<file path="src/rtl/uart_tx_fifo_if.sv">
// uart_tx_fifo_if: byte-write handshake into the UART transmit FIFO.
//   tx_vld  : producer has a byte on tx_data
//   tx_data : byte to send, sampled only on acceptance
//   tx_rdy  : FIFO has room
// Handshake: a byte is transferred on a rising clk edge where tx_vld && tx_rdy.
// tx_rdy does not depend on tx_vld. When tx_rdy is low, tx_vld is ignored:
// nothing is stored and nothing is flagged.
`timescale 1ns/1ps
interface uart_tx_fifo_if;
  logic       tx_vld;
  logic [7:0] tx_data;
  logic       tx_rdy;

  modport master (output tx_vld, output tx_data, input tx_rdy);
  modport slave  (input tx_vld, input tx_data, output tx_rdy);
endinterface

</file>
<file path="src/rtl/uart_tx_fifo.sv">
// uart_tx_fifo: 8N1 UART transmitter (LSB first) fed by a small byte FIFO.
// It returns result bytes to the host. Each bit lasts DIV_CNT+1 clk cycles.
// Ports:
//   clk       : system clock
//   rst       : asynchronous, active-high reset
//   bus       : write handshake (slave side): tx_vld, tx_data, tx_rdy
//   tx_busy   : high while a frame is in flight or the FIFO holds data
//   tx        : serial line, registered, idles high
//   dbg_state : current FSM state (0 IDLE, 1 START, 2 DATA, 3 STOP)
`timescale 1ns/1ps
module uart_tx_fifo #(
  parameter logic [9:0] DIV_CNT = 10'd867,
  parameter int         FIFO_AW = 2
) (
  input  logic             clk,
  input  logic             rst,
  uart_tx_fifo_if.slave    bus,
  output logic             tx_busy,
  output logic             tx,
  output logic [1:0]       dbg_state
);

  localparam int DEPTH = 2 ** FIFO_AW;
  localparam logic [FIFO_AW:0] FULL = (FIFO_AW + 1)'(DEPTH);

  typedef enum logic [1:0] {IDLE = 2'd0, START = 2'd1, DATA = 2'd2, STOP = 2'd3} state_t;

  state_t             state;
  logic [7:0]         mem [DEPTH];
  logic [FIFO_AW-1:0] wr_ptr;
  logic [FIFO_AW-1:0] rd_ptr;
  logic [FIFO_AW:0]   count;
  logic [9:0]         div_cnt;
  logic [2:0]         bit_cnt;
  logic [7:0]         shift;
  logic               wr_en;
  logic               pop;
  logic               bit_end;
  logic               fifo_ne;

  // tx_rdy comes from the registered count only, so a pop in the same
  // cycle never unblocks a write while full.
  assign bus.tx_rdy = (count != FULL);
  assign wr_en      = bus.tx_vld && bus.tx_rdy;
  assign fifo_ne    = (count != '0);
  assign bit_end    = (div_cnt == DIV_CNT);
  // The pop decision uses the registered count: a byte written in the
  // same cycle is picked up by the next decision.
  assign pop        = fifo_ne && ((state == IDLE) || ((state == STOP) && bit_end));

  assign tx_busy   = (state != IDLE) || fifo_ne;
  assign dbg_state = state;

  // FIFO storage needs no reset; count and pointers define validity.
  always_ff @(posedge clk) begin
    if (wr_en) mem[wr_ptr] <= bus.tx_data;
  end

  always_ff @(posedge clk or posedge rst) begin
    if (rst) begin
      wr_ptr <= '0;
      rd_ptr <= '0;
      count  <= '0;
    end else begin
      if (wr_en) wr_ptr <= wr_ptr + 1'b1;
      if (pop)   rd_ptr <= rd_ptr + 1'b1;
      case ({wr_en, pop})
        2'b10:   count <= count + 1'b1;
        2'b01:   count <= count - 1'b1;
        default: count <= count;
      endcase
    end
  end

  // tx is loaded with the level of the state/bit being entered, so line
  // edges coincide with state changes.
  always_ff @(posedge clk or posedge rst) begin
    if (rst) begin
      state   <= IDLE;
      tx      <= 1'b1;
      div_cnt <= '0;
      bit_cnt <= '0;
      shift   <= '0;
    end else begin
      div_cnt <= ((state == IDLE) || bit_end) ? 10'd0 : div_cnt + 10'd1;
      case (state)
        IDLE: begin
          tx <= 1'b1;
          if (pop) begin
            shift <= mem[rd_ptr];
            state <= START;
            tx    <= 1'b0;
          end
        end
        START: begin
          if (bit_end) begin
            bit_cnt <= '0;
            state   <= DATA;
            tx      <= shift[0];
          end
        end
        DATA: begin
          if (bit_end) begin
            if (bit_cnt == 3'd7) begin
              state <= STOP;
              tx    <= 1'b1;
            end else begin
              shift   <= shift >> 1;
              bit_cnt <= bit_cnt + 3'd1;
              tx      <= shift[1];
            end
          end
        end
        STOP: begin
          if (bit_end) begin
            if (pop) begin
              // back-to-back frame: no idle gap after the stop bit
              shift <= mem[rd_ptr];
              state <= START;
              tx    <= 1'b0;
            end else begin
              state <= IDLE;
              tx    <= 1'b1;
            end
          end
        end
        default: begin
          state <= IDLE;
          tx    <= 1'b1;
        end
      endcase
    end
  end

endmodule

</file>
<file path="src/flat_wrapper.sv">
// flat-port wrapper written by rule: the top's interface ports become plain ports
module uart_tx_fifo_flat 
#(
  parameter logic [9:0] DIV_CNT = 10'd867,
  parameter int         FIFO_AW = 2
)
  (clk, rst, tx_busy, tx, dbg_state, bus_tx_vld, bus_tx_data, bus_tx_rdy);
  uart_tx_fifo_if bus_i ();
  input  logic clk;
  input  logic rst;
  output logic tx_busy;
  output logic tx;
  output logic [1:0] dbg_state;
  input wire logic [$bits(bus_i.tx_vld)-1:0] bus_tx_vld;
  input wire logic [$bits(bus_i.tx_data)-1:0] bus_tx_data;
  output wire logic [$bits(bus_i.tx_rdy)-1:0] bus_tx_rdy;
  assign bus_i.tx_vld = bus_tx_vld;
  assign bus_i.tx_data = bus_tx_data;
  assign bus_tx_rdy = bus_i.tx_rdy;
  uart_tx_fifo #(.DIV_CNT(DIV_CNT), .FIFO_AW(FIFO_AW)) u_core (.clk(clk), .rst(rst), .bus(bus_i), .tx_busy(tx_busy), .tx(tx), .dbg_state(dbg_state));
endmodule
</file>
<file path="config.mk">
export PLATFORM = sky130hd
export DESIGN_NAME = uart_tx_fifo_flat
export DESIGN_NICKNAME = d
export VERILOG_FILES = /design/src/rtl/uart_tx_fifo_if.sv /design/src/rtl/uart_tx_fifo.sv /design/src/flat_wrapper.sv
export SDC_FILE = /design/constraint.sdc
export NUM_CORES = 1
export LEC_CHECK = 0
export ABC_CLOCK_PERIOD_IN_PS = 2500
export BUFFER_PORTS_ARGS = -buffer_cell sky130_fd_sc_hd__buf_2
export CORE_UTILIZATION = 30
export CTS_BUF_LIST = sky130_fd_sc_hd__clkbuf_8
export CTS_CLUSTER_DIAMETER = 60
export CTS_CLUSTER_SIZE = 14
export DETAILED_ROUTE_END_ITERATION = 10
export PLACE_DENSITY = 0.5
export SYNTH_ARGS = -nofsm -noshare
export SYNTH_HDL_FRONTEND = slang
export SYNTH_SLANG_ARGS = --single-unit
</file>
<file path="constraint.sdc">
create_clock -name clk -period 2.5 [get_ports clk]
set_clock_uncertainty 0.1 [all_clocks]
set_input_delay 0.125 -clock clk [delete_from_list [all_inputs] [get_ports clk]]
set_output_delay 0.125 -clock clk [all_outputs]
set_load 0.02 [all_outputs]
</file>
# --- After elaboration in Yosys (flattened, before gate mapping) ---
# Memory sizes are Yosys's and may differ from the RTL's.
# Index checks and enable logic that the tools add are counted.
classes:
  n_mux: 26
  n_addsub: 6
  n_eq_ne: 14
  reduce_logical: 16
ops:
  columns: ["cell", "count"]
  rows:
  - ["$mux W8", 4]
  - ["$pmux W8 S3", 1]
  - ["$pmux W3 S2", 2]
  - ["$add A10 B1 Y10 const B", 1]
  - ["$eq A10 B10 Y1 const B", 1]
  - ["$mux W10", 1]
  - ["$mux W2", 5]
  - ["$ne A2 B1 Y1 const B", 5]
  - ["$mux W3", 3]
  - ["$mux W1", 8]
  - ["$pmux W2 S4", 1]
  - ["$reduce_and A4 Y1", 2]
  - ["$add A3 B1 Y3 const B", 2]
  - ["$eq A2 B2 Y1 const B", 3]
  - ["$reduce_bool A2 Y1", 3]
  - ["$reduce_bool A3 Y1", 2]
  - ["$reduce_and A5 Y1", 1]
  - ["$add A2 B1 Y2 const B", 2]
  - ["$eq A2 B1 Y1 const B", 2]
  - ["$pmux W1 S4", 1]
  - ["$eq A3 B3 Y1 const B", 1]
  - ["$logic_and A1 B1 Y1", 3]
  - ["$logic_or A1 B1 Y1", 3]
  - ["$ne A3 B3 Y1 const B", 1]
  - ["4 further kinds", 4]
word_totals:
  out_inout_bits: 5
  input_bits: 11
  wordCells: 71
  mem_count: 1
  ff_bits: 31
  ram_bits: 32
mem_list:
  columns: ["name", "depth", "word_bits", "rd", "rd_ports_with_merged_regs", "wr", "line_no", "rtl"]
  rows:
  - ["u_core.mem", 4, 8, 1, 0, 1, "uart_tx_fifo.sv:29", "logic [7:0] mem [DEPTH];"]

# --- Logic depth before layout (Yosys ltp) ---
# Gate-level depths: netlist of run 1.
depth:
  ltp_word: 7
  depth_mapped: 9
  ltp_nobuf: 9

# --- Least setup slack after synthesis of run 1 ---
# OpenSTA, ideal clock, no wires.
synth_path:
  kind: "register -> register"
  start: "register u_core.div_cnt[0]"
  end: "register u_core.count[1]"
  t_arrival_ps: 2380
  setup_slack_ps: -104
  stages_incl_launch_ff: 8
  synth_period_minus_slack_ps: 2604
  required_ps: 2275
  cell_sequence: "dfrtp_1 ha_1 nor3b_4 a41oi_2 nor2_4 ha_1 fa_1 mux2_2"
synth_between:
  elab_chain_len: 6
  word_cells_on_any_way: 8
  cone_classes: "eq/ne: 3; mux: 1; reduce/logical: 4"
synth_rtl:
  columns: ["item", "line_no", "rtl"]
  rows:
  - ["from (decl)", "uart_tx_fifo.sv:33", "logic [9:0] div_cnt;"]
  - ["from (signal assigned)", "uart_tx_fifo.sv:85", "div_cnt <= ((state == IDLE) || bit_end) ? 10'd0 : div_cnt + 10'd1;"]
  - ["$eq A10 B10 Y1 (*)", "uart_tx_fifo.sv:46", "assign bit_end = (div_cnt == DIV_CNT);"]
  - ["$logic_and A1 B1 Y1 (*)", "uart_tx_fifo.sv:49", "assign pop = fifo_ne && ((state == IDLE) || ((state == STOP) && bit_end));"]
  - ["$logic_or A1 B1 Y1 (*)", "uart_tx_fifo.sv:49", null]
  - ["$logic_and A1 B1 Y1 (*)", "uart_tx_fifo.sv:49", null]
  - ["$eq A2 B1 Y1 / $eq A2 B2 Y1 (equally long branches)", "uart_tx_fifo.sv:67", "case ({wr_en, pop})"]
  - ["$pmux W3 S2 / $reduce_bool A2 Y1 (equally long branches)", null, null]
  - ["to (signal assigned)", "uart_tx_fifo.sv:68", "2'b10: count <= count + 1'b1;"]
  - ["to (signal assigned)", "uart_tx_fifo.sv:69", "2'b01: count <= count - 1'b1;"]
  - ["to (signal assigned)", "uart_tx_fifo.sv:70", "default: count <= count;"]
  - ["to (decl)", "uart_tx_fifo.sv:32", "logic [FIFO_AW:0] count;"]
# Mark *: on every way between the ends. The rest lies on a longest branch, timed or not.
# A chain may end at the register's enable or synchronous reset.

# --- Final worst setup path of run 1 ---
layout_path:
  start: "register u_core.div_cnt[4]"
  end: "register u_core.count[1]"
# The elaborated chain is that of the path after synthesis.

==> metrics.txt, run 1 <==
hold_ws=97.5 ps; most frequent cells in the layout=edfxtp_1 (32), dfrtp_1 (30), nor2_1 (22), buf_2 (15), buf_4 (15); CTS tree=yes; EDFF count, synth=32; Slew Limit Fails=0; drt via density=4.76; Die Y=104 microns; Seq cells post-synth=63; Post-Synth Adder-Cell Area=5.87%; Area Growth Syn to Fin=21.8%; DR pass1 iterations=4; Fin. Hold Viols=0; mux share of post-synthesis cell area=9.13%; Req. time, crit path=2630 ps; CP Max Fanout=4; max frequency=437 MHz; P_leak=1.56 nW; sequential fraction of the synthesis area=55.9%; status=finished, final reports clean; grt ovf=0; layout cell share with drive strength beyond 1=24.6%; total clock buffers created by CTS=9; CTS root buffer=clkbuf_8; largest net degree at the start of global routing=19; initial core utilization=31.4%; H-tree levels=3; CP endpoint kind=register; Mapped Area=3110 sq um; ant diodes=0; Cell variety after synth=44; Slew HR=58.2%; post-synthesis async set-or-reset flop share=49.2%; CTS max path bufs=2; largest family of logic cells by synthesized area=simple AND/OR/NAND/NOR gates; synthesis warning total=0; Hold Buf Count CTS=9; row cnt=36; worst slew pin tran=626 ps; clock sinks=63; post-synth net total=263; Avg Cell Area, Syn=13.1 sq um; Worst-Skew Late Latency=350 ps; Core ar.=9910 sq um; Clk pin slew, worst setup/hold paths=70 ps; Synth Area in Compound Gates=8.36%; Die Wd=104 microns; Post-layout nets=304; Syn Inst Count=238; # resized after CTS=0; die area=10,800 sq um; Post-Synth XOR/XNOR Area=3.94%; main flop type after synthesis=edfxtp_1; Final min period=2290 ps; GRT Util Overall=12.6%; period utilization=91.6%; RSZ-0062 raised after global routing=false; most common cell after layout, fill and taps aside=edfxtp_1; Power Density=1200 nW/um^2; antenna violations before repair=0; Setup CP Type=register to register; Startpoint Class=register; Worst VDD drop=670 uV; setup TNS=0 ps; Simple-Gate Fraction of Synth Area=14.4%; DRC viols=0; max-capacitance violation count=0; via count=1,984; RD Place Congestion=0.704; setup bufs post-CTS=0; Routed wire per std cell=14.8 microns; # setup viols final=0; DRT antenna net count=0; vias in the first global route=2,104; type of the most critical hold path=input port to register; Detailed Route WL=6.17 mm; 1st-iter DRT viols=57; post-DP HPWL=4.24 mm; global-route wire length before repair=10.5 mm; critical path arrival=2420 ps; port buffer count=15; I/O pin cnt=16
## kinds of logic (layout without fill, tap and decap cells)
logic type	count (synthesis)	after routing
AND/OR/NAND/NOR	78	78
flip-flops	63	63
AO/OA/AOI/OAI	32	32
buffers and inverters	19	65
multiplexers	18	18
adder cells (fa/ha/maj)	14	14
XOR/XNOR	14	14
## worst max-delay path: stages (launching register included)
cell and delay, ps:
dfrtp_1 420, nor4bb_2 490, a41oi_4 190, nor2_4 160
ha_4 150, fa_1 380, mux2_2 270
## synthesized netlist by cell type, types with 2 or more instances
cell type | instances | area share (%)
inv_1 | 10 | 1.2
mux2i_1 | 7 | 2.3
nor2_1 | 22 | 2.7
mux2_2 | 3 | 1.1
o311a_1 | 7 | 2.3
clkbuf_1 | 6 | 0.72
o21ai_0 | 12 | 1.9
nand2_1 | 8 | 0.97
ha_1 | 13 | 5.2
nor3_2 | 2 | 0.64
and3_1 | 5 | 1.0
nor2b_1 | 7 | 1.4
xnor2_1 | 6 | 1.7
nor3_1 | 9 | 1.4
nand3_1 | 7 | 1.1
mux4_2 | 8 | 5.8
edfxtp_1 | 32 | 31
and2_1 | 2 | 0.40
nand4_1 | 5 | 1.0
a22o_1 | 4 | 1.1
xor2_1 | 8 | 2.3
dfrtp_1 | 30 | 24
buf_2 | 3 | 0.48
nand2b_1 | 2 | 0.40
## layer usage
layer / global-route usage, % / vias to the layer above / wire length, microns
li1: - / 967 / -
met1: 16.4 / 974 / 2920
met3: 2.45 / 13 / 206
met5: 0 / - / 0
met4: 7.24 / 0 / 142
met2: 19.7 / 30 / 2910
## metrics by stage
stage	std cells	util, %	total power, W	setup WS, ps	cell area [sq um]
3_5_place_dp	392	35.0	0.00358	228	3470
6_report	417	38.2	0.00456	210	3790
5_1_grt	417	38.2	0.00490	77.3	3790
3_3_place_gp	392	35.0	0.00355	265	3470
2_1_floorplan	238	-	0.00300	20.1	3150
4_1_cts	417	38.2	0.00462	208	3790
## worst paths after layout
path,slack [ps],cells past startpoint,start,endpoint
worst min-delay path,100,3,bus_tx_vld,u_core.wr_ptr[0]
worst min register to register,390,2,u_core.tx,u_core.tx
worst max-delay path,210,6,u_core.div_cnt[4],u_core.count[1]
max in group asynchronous,1320,4,rst,u_core.div_cnt[0]
worst max register to register,210,6,u_core.div_cnt[4],u_core.count[1]
min in group asynchronous,290,3,rst,u_core.dbg_state[1]
## final cells by class
| type | count | area (sq um) |
|---|---|---|
| clock inverter | 7 | 104 |
| clock buffer | 9 | 124 |
| inverter | 10 | 37.5 |
| timing repair buffer | 39 | 278 |
| sequential | 63 | 1740 |
| tap | 133 | 166 |
| fill | 979 | 6120 |
| multi-input combinational | 156 | 1340 |
## report_power, final
group	switching [W]	internal [W]	leakage, nW	total (W)
combinational	0.000964	0.000910	0.759	0.00187
sequential	0.000257	0.00141	0.683	0.00166
clock	0.000444	0.000573	0.114	0.00102
## registers in the layout, summed over array words and instances (netlist names)
name              count
u_core.bit_cnt        3
u_core.count          3
u_core.dbg_state      2
u_core.div_cnt       10
u_core.mem           32
u_core.rd_ptr         2
u_core.shift          8
u_core.tx             1
u_core.wr_ptr         2
No activity file was read; power rests on OpenSTA's default activity.
==> inputs of run 2 (changes only) <==
Settings changed: PLACE_DENSITY 0.5 to not set, PLACE_DENSITY_LB_ADDON set to 0.08.
==> run 2 against run 1 <==
Net effect: utilization shrank 0.21 points; sequential power is essentially flat; worst hold slack gained 14 ps; sequential share of layout area grew 0.26 points; combinational power is essentially flat; critical path type unchanged; largest power group unchanged; highest routed layer unchanged.
==> metrics.txt, run 2 (same netlist as run 1, synthesis figures left out) <==
Die Wd=104 microns (unchanged); Clock power frac=21.8% (was 22.3%); period utilization=92.4% (was 91.6%); worst-path cell chain=nor4bb_2 -> a41oi_4 -> nor2_4 -> ha_4 -> fa_1 -> mux2_2 (unchanged); Net Sw Frac=36.5% (was 36.6%); drt via density=4.81 (was 4.76); setup TNS=0 ps (unchanged); Fin. Hold Viols=0 (unchanged); Core ar.=9910 sq um (unchanged); Core Util, Final=38.0% (was 38.2%); Area Growth Syn to Fin=21.1% (was 21.8%); CP top delay family=simple AND/OR/NAND/NOR gates (unchanged); Final min period=2310 ps (was 2290 ps); 1st-iter DRT viols=65 (was 57); global-route wire length before repair=10.6 mm (was 10.5 mm); # resized after CTS=0 (unchanged); DRT antenna net count=0 (unchanged); H-tree levels=3 (unchanged); row cnt=36 (unchanged); Net Switching=0.00164 W (was 0.00167 W); critical path depth=6 (unchanged); Regs by FF count=u_core.mem (32), u_core.div_cnt (10), u_core.shift (8) (unchanged); Flop pwr share=36.9% (was 36.5%); Startpoint Class=register (unchanged); # setup viols final=0 (unchanged); ant diodes=0 (unchanged); Hold Buf Count CTS=9 (unchanged); antenna violations before repair=0 (unchanged); Buf+Inv Stages, Crit Path=0 (unchanged); Detailed Route WL=6.28 mm (was 6.17 mm); Hold Path Depth=3 (unchanged); die area=10,800 sq um (unchanged); type of the most critical hold path=input port to register (unchanged); Int Power=0.00286 W (was 0.00289 W); layout cell share with drive strength beyond 1=23.8% (was 24.6%); DR pass1 iterations=4 (unchanged); Clk pin slew, worst setup/hold paths=70 ps (about the same); placed insts=390 (was 392); critical path arrival=2430 ps (was 2420 ps); Routed wire per std cell=15.1 microns (was 14.8 microns); RSZ-0062 raised after global routing=false (unchanged); setup bufs post-CTS=0 (unchanged); clock sinks=63 (unchanged); CTS max path bufs=2 (unchanged); initial core utilization=31.4% (unchanged); Worst-Skew Late Latency=340 ps (was 350 ps); DRC viols=0 (unchanged); max-capacitance violation count=0 (unchanged); max frequency=433 MHz (was 437 MHz); Die Y=104 microns (unchanged); vias in the first global route=2,020 (was 2,104); RD Place Congestion=0.742 (was 0.704); Power Density=1190 nW/um^2 (was 1200 nW/um^2); Setup CP Type=register to register (unchanged); FF-to-FF path depth=6 (unchanged); worst slew pin tran=476 ps (was 626 ps); largest net degree at the start of global routing=32 (was 19); CTS tree=yes (unchanged); grt ovf=0 (unchanged); I/O pin cnt=16 (unchanged); # fillers=990 (was 979); peak per-stage delay on the critical path=500 ps (was 490 ps); GRT Util Overall=12.9% (was 12.6%); Worst VDD drop=539 uV (was 670 uV); Req. time, crit path=2620 ps (was 2630 ps); post-DP HPWL=4.28 mm (was 4.24 mm); Post-layout nets=302 (was 304); crit path max-delay cell type=nor4bb_2 (unchanged); Largest Register=u_core.mem (unchanged); Post-Layout Cell Count=415 (was 417); CP endpoint kind=register (unchanged); CTS root buffer=clkbuf_8 (unchanged); total clock buffers created by CTS=9 (unchanged); P_leak=1.54 nW (was 1.56 nW); most frequent cells in the layout=edfxtp_1 (32), dfrtp_1 (30), nor2_1 (22), buf_2 (15), buf_4 (13) (was edfxtp_1 (32), dfrtp_1 (30), nor2_1 (22), buf_2 (15), buf_4 (15)); Largest register FFs=32 (unchanged); CP Max Fanout=4 (unchanged); most common cell after layout, fill and taps aside=edfxtp_1 (unchanged); port buffer count=15 (unchanged); Slew HR=67.8% (was 58.2%); via count=1,996 (was 1,984); Slew Limit Fails=0 (unchanged); Comb pwr share=41.2% (was 41.1%); status=finished, final reports clean (unchanged)
[run 2: cell types whose count changed in the layout (fill, tap and decap cells not counted), sizes merged]
cell	delta
buf	-2
clkinvlp	+1
clkinv	+1
inv	-2
[run 2: layer usage]
layer / GRT usage, % / wire [microns]
met4: 4.59 / 83
met2: 19.1 / 2760
met3: 3.52 / 166
met1: 17.9 / 3270
met5: 0 / 0
[run 2: cell type report]
cell class | count | area, sq um | share of cell area, %
sequential | 63 | 1740 | 46.1
multi-input combinational | 156 | 1340 | 35.6
timing repair buffer | 37 | 263 | 6.97
tap | 133 | 166 | 4.42
clock buffer | 9 | 124 | 3.29
clock inverter | 7 | 97.6 | 2.59
inverter | 10 | 37.5 | 0.996
[run 2: worst reg2reg max path, stage by stage, from the launching register on]
cell and delay (ps):
dfrtp_1 420, nor4bb_2 500, a41oi_4 200, nor2_4 180, ha_4 160, fa_1 370
mux2_2 260
[run 2: path summary, 6_finish.rpt]
| kind | startpoint | endpoint | slack [ps] |
|---|---|---|---|
| worst max-delay path | u_core.div_cnt[4] | u_core.count[1] | 190 |
| worst min-delay path | bus_tx_vld | u_core.wr_ptr[0] | 110 |
| worst max register to register | u_core.div_cnt[4] | u_core.count[1] | 190 |
| worst min register to register | u_core.tx | u_core.tx | 380 |
| max in group asynchronous | rst | u_core.tx | 1660 |
| min in group asynchronous | rst | u_core.div_cnt[8] | 310 |
[run 2: stage by stage]
| step | setup WS [ps] | cell area, sq um | total power, W | hold WS (ps) |
|---|---|---|---|---|
| floorplan | 20.1 | 3150 | 0.00300 | 124 |
| global placement | 254 | 3460 | 0.00357 | 145 |
| detailed placement | 200 | 3460 | 0.00356 | 144 |
| CTS | 187 | 3770 | 0.00458 | 99.0 |
| global route | 83.4 | 3770 | 0.00486 | 148 |
| finish | 189 | 3770 | 0.00450 | 112 |
[run 2: power by group through the flow]
stage / clock, W / combinational (W) / sequential [W]
finish: 0.000983 / 0.00186 / 0.00166
global route: 0.00106 / 0.00208 / 0.00172
CTS: 0.00101 / 0.00190 / 0.00167
detailed placement: 0 / 0.00188 / 0.00169
global placement: 0 / 0.00189 / 0.00168
floorplan: 0 / 0.00138 / 0.00162
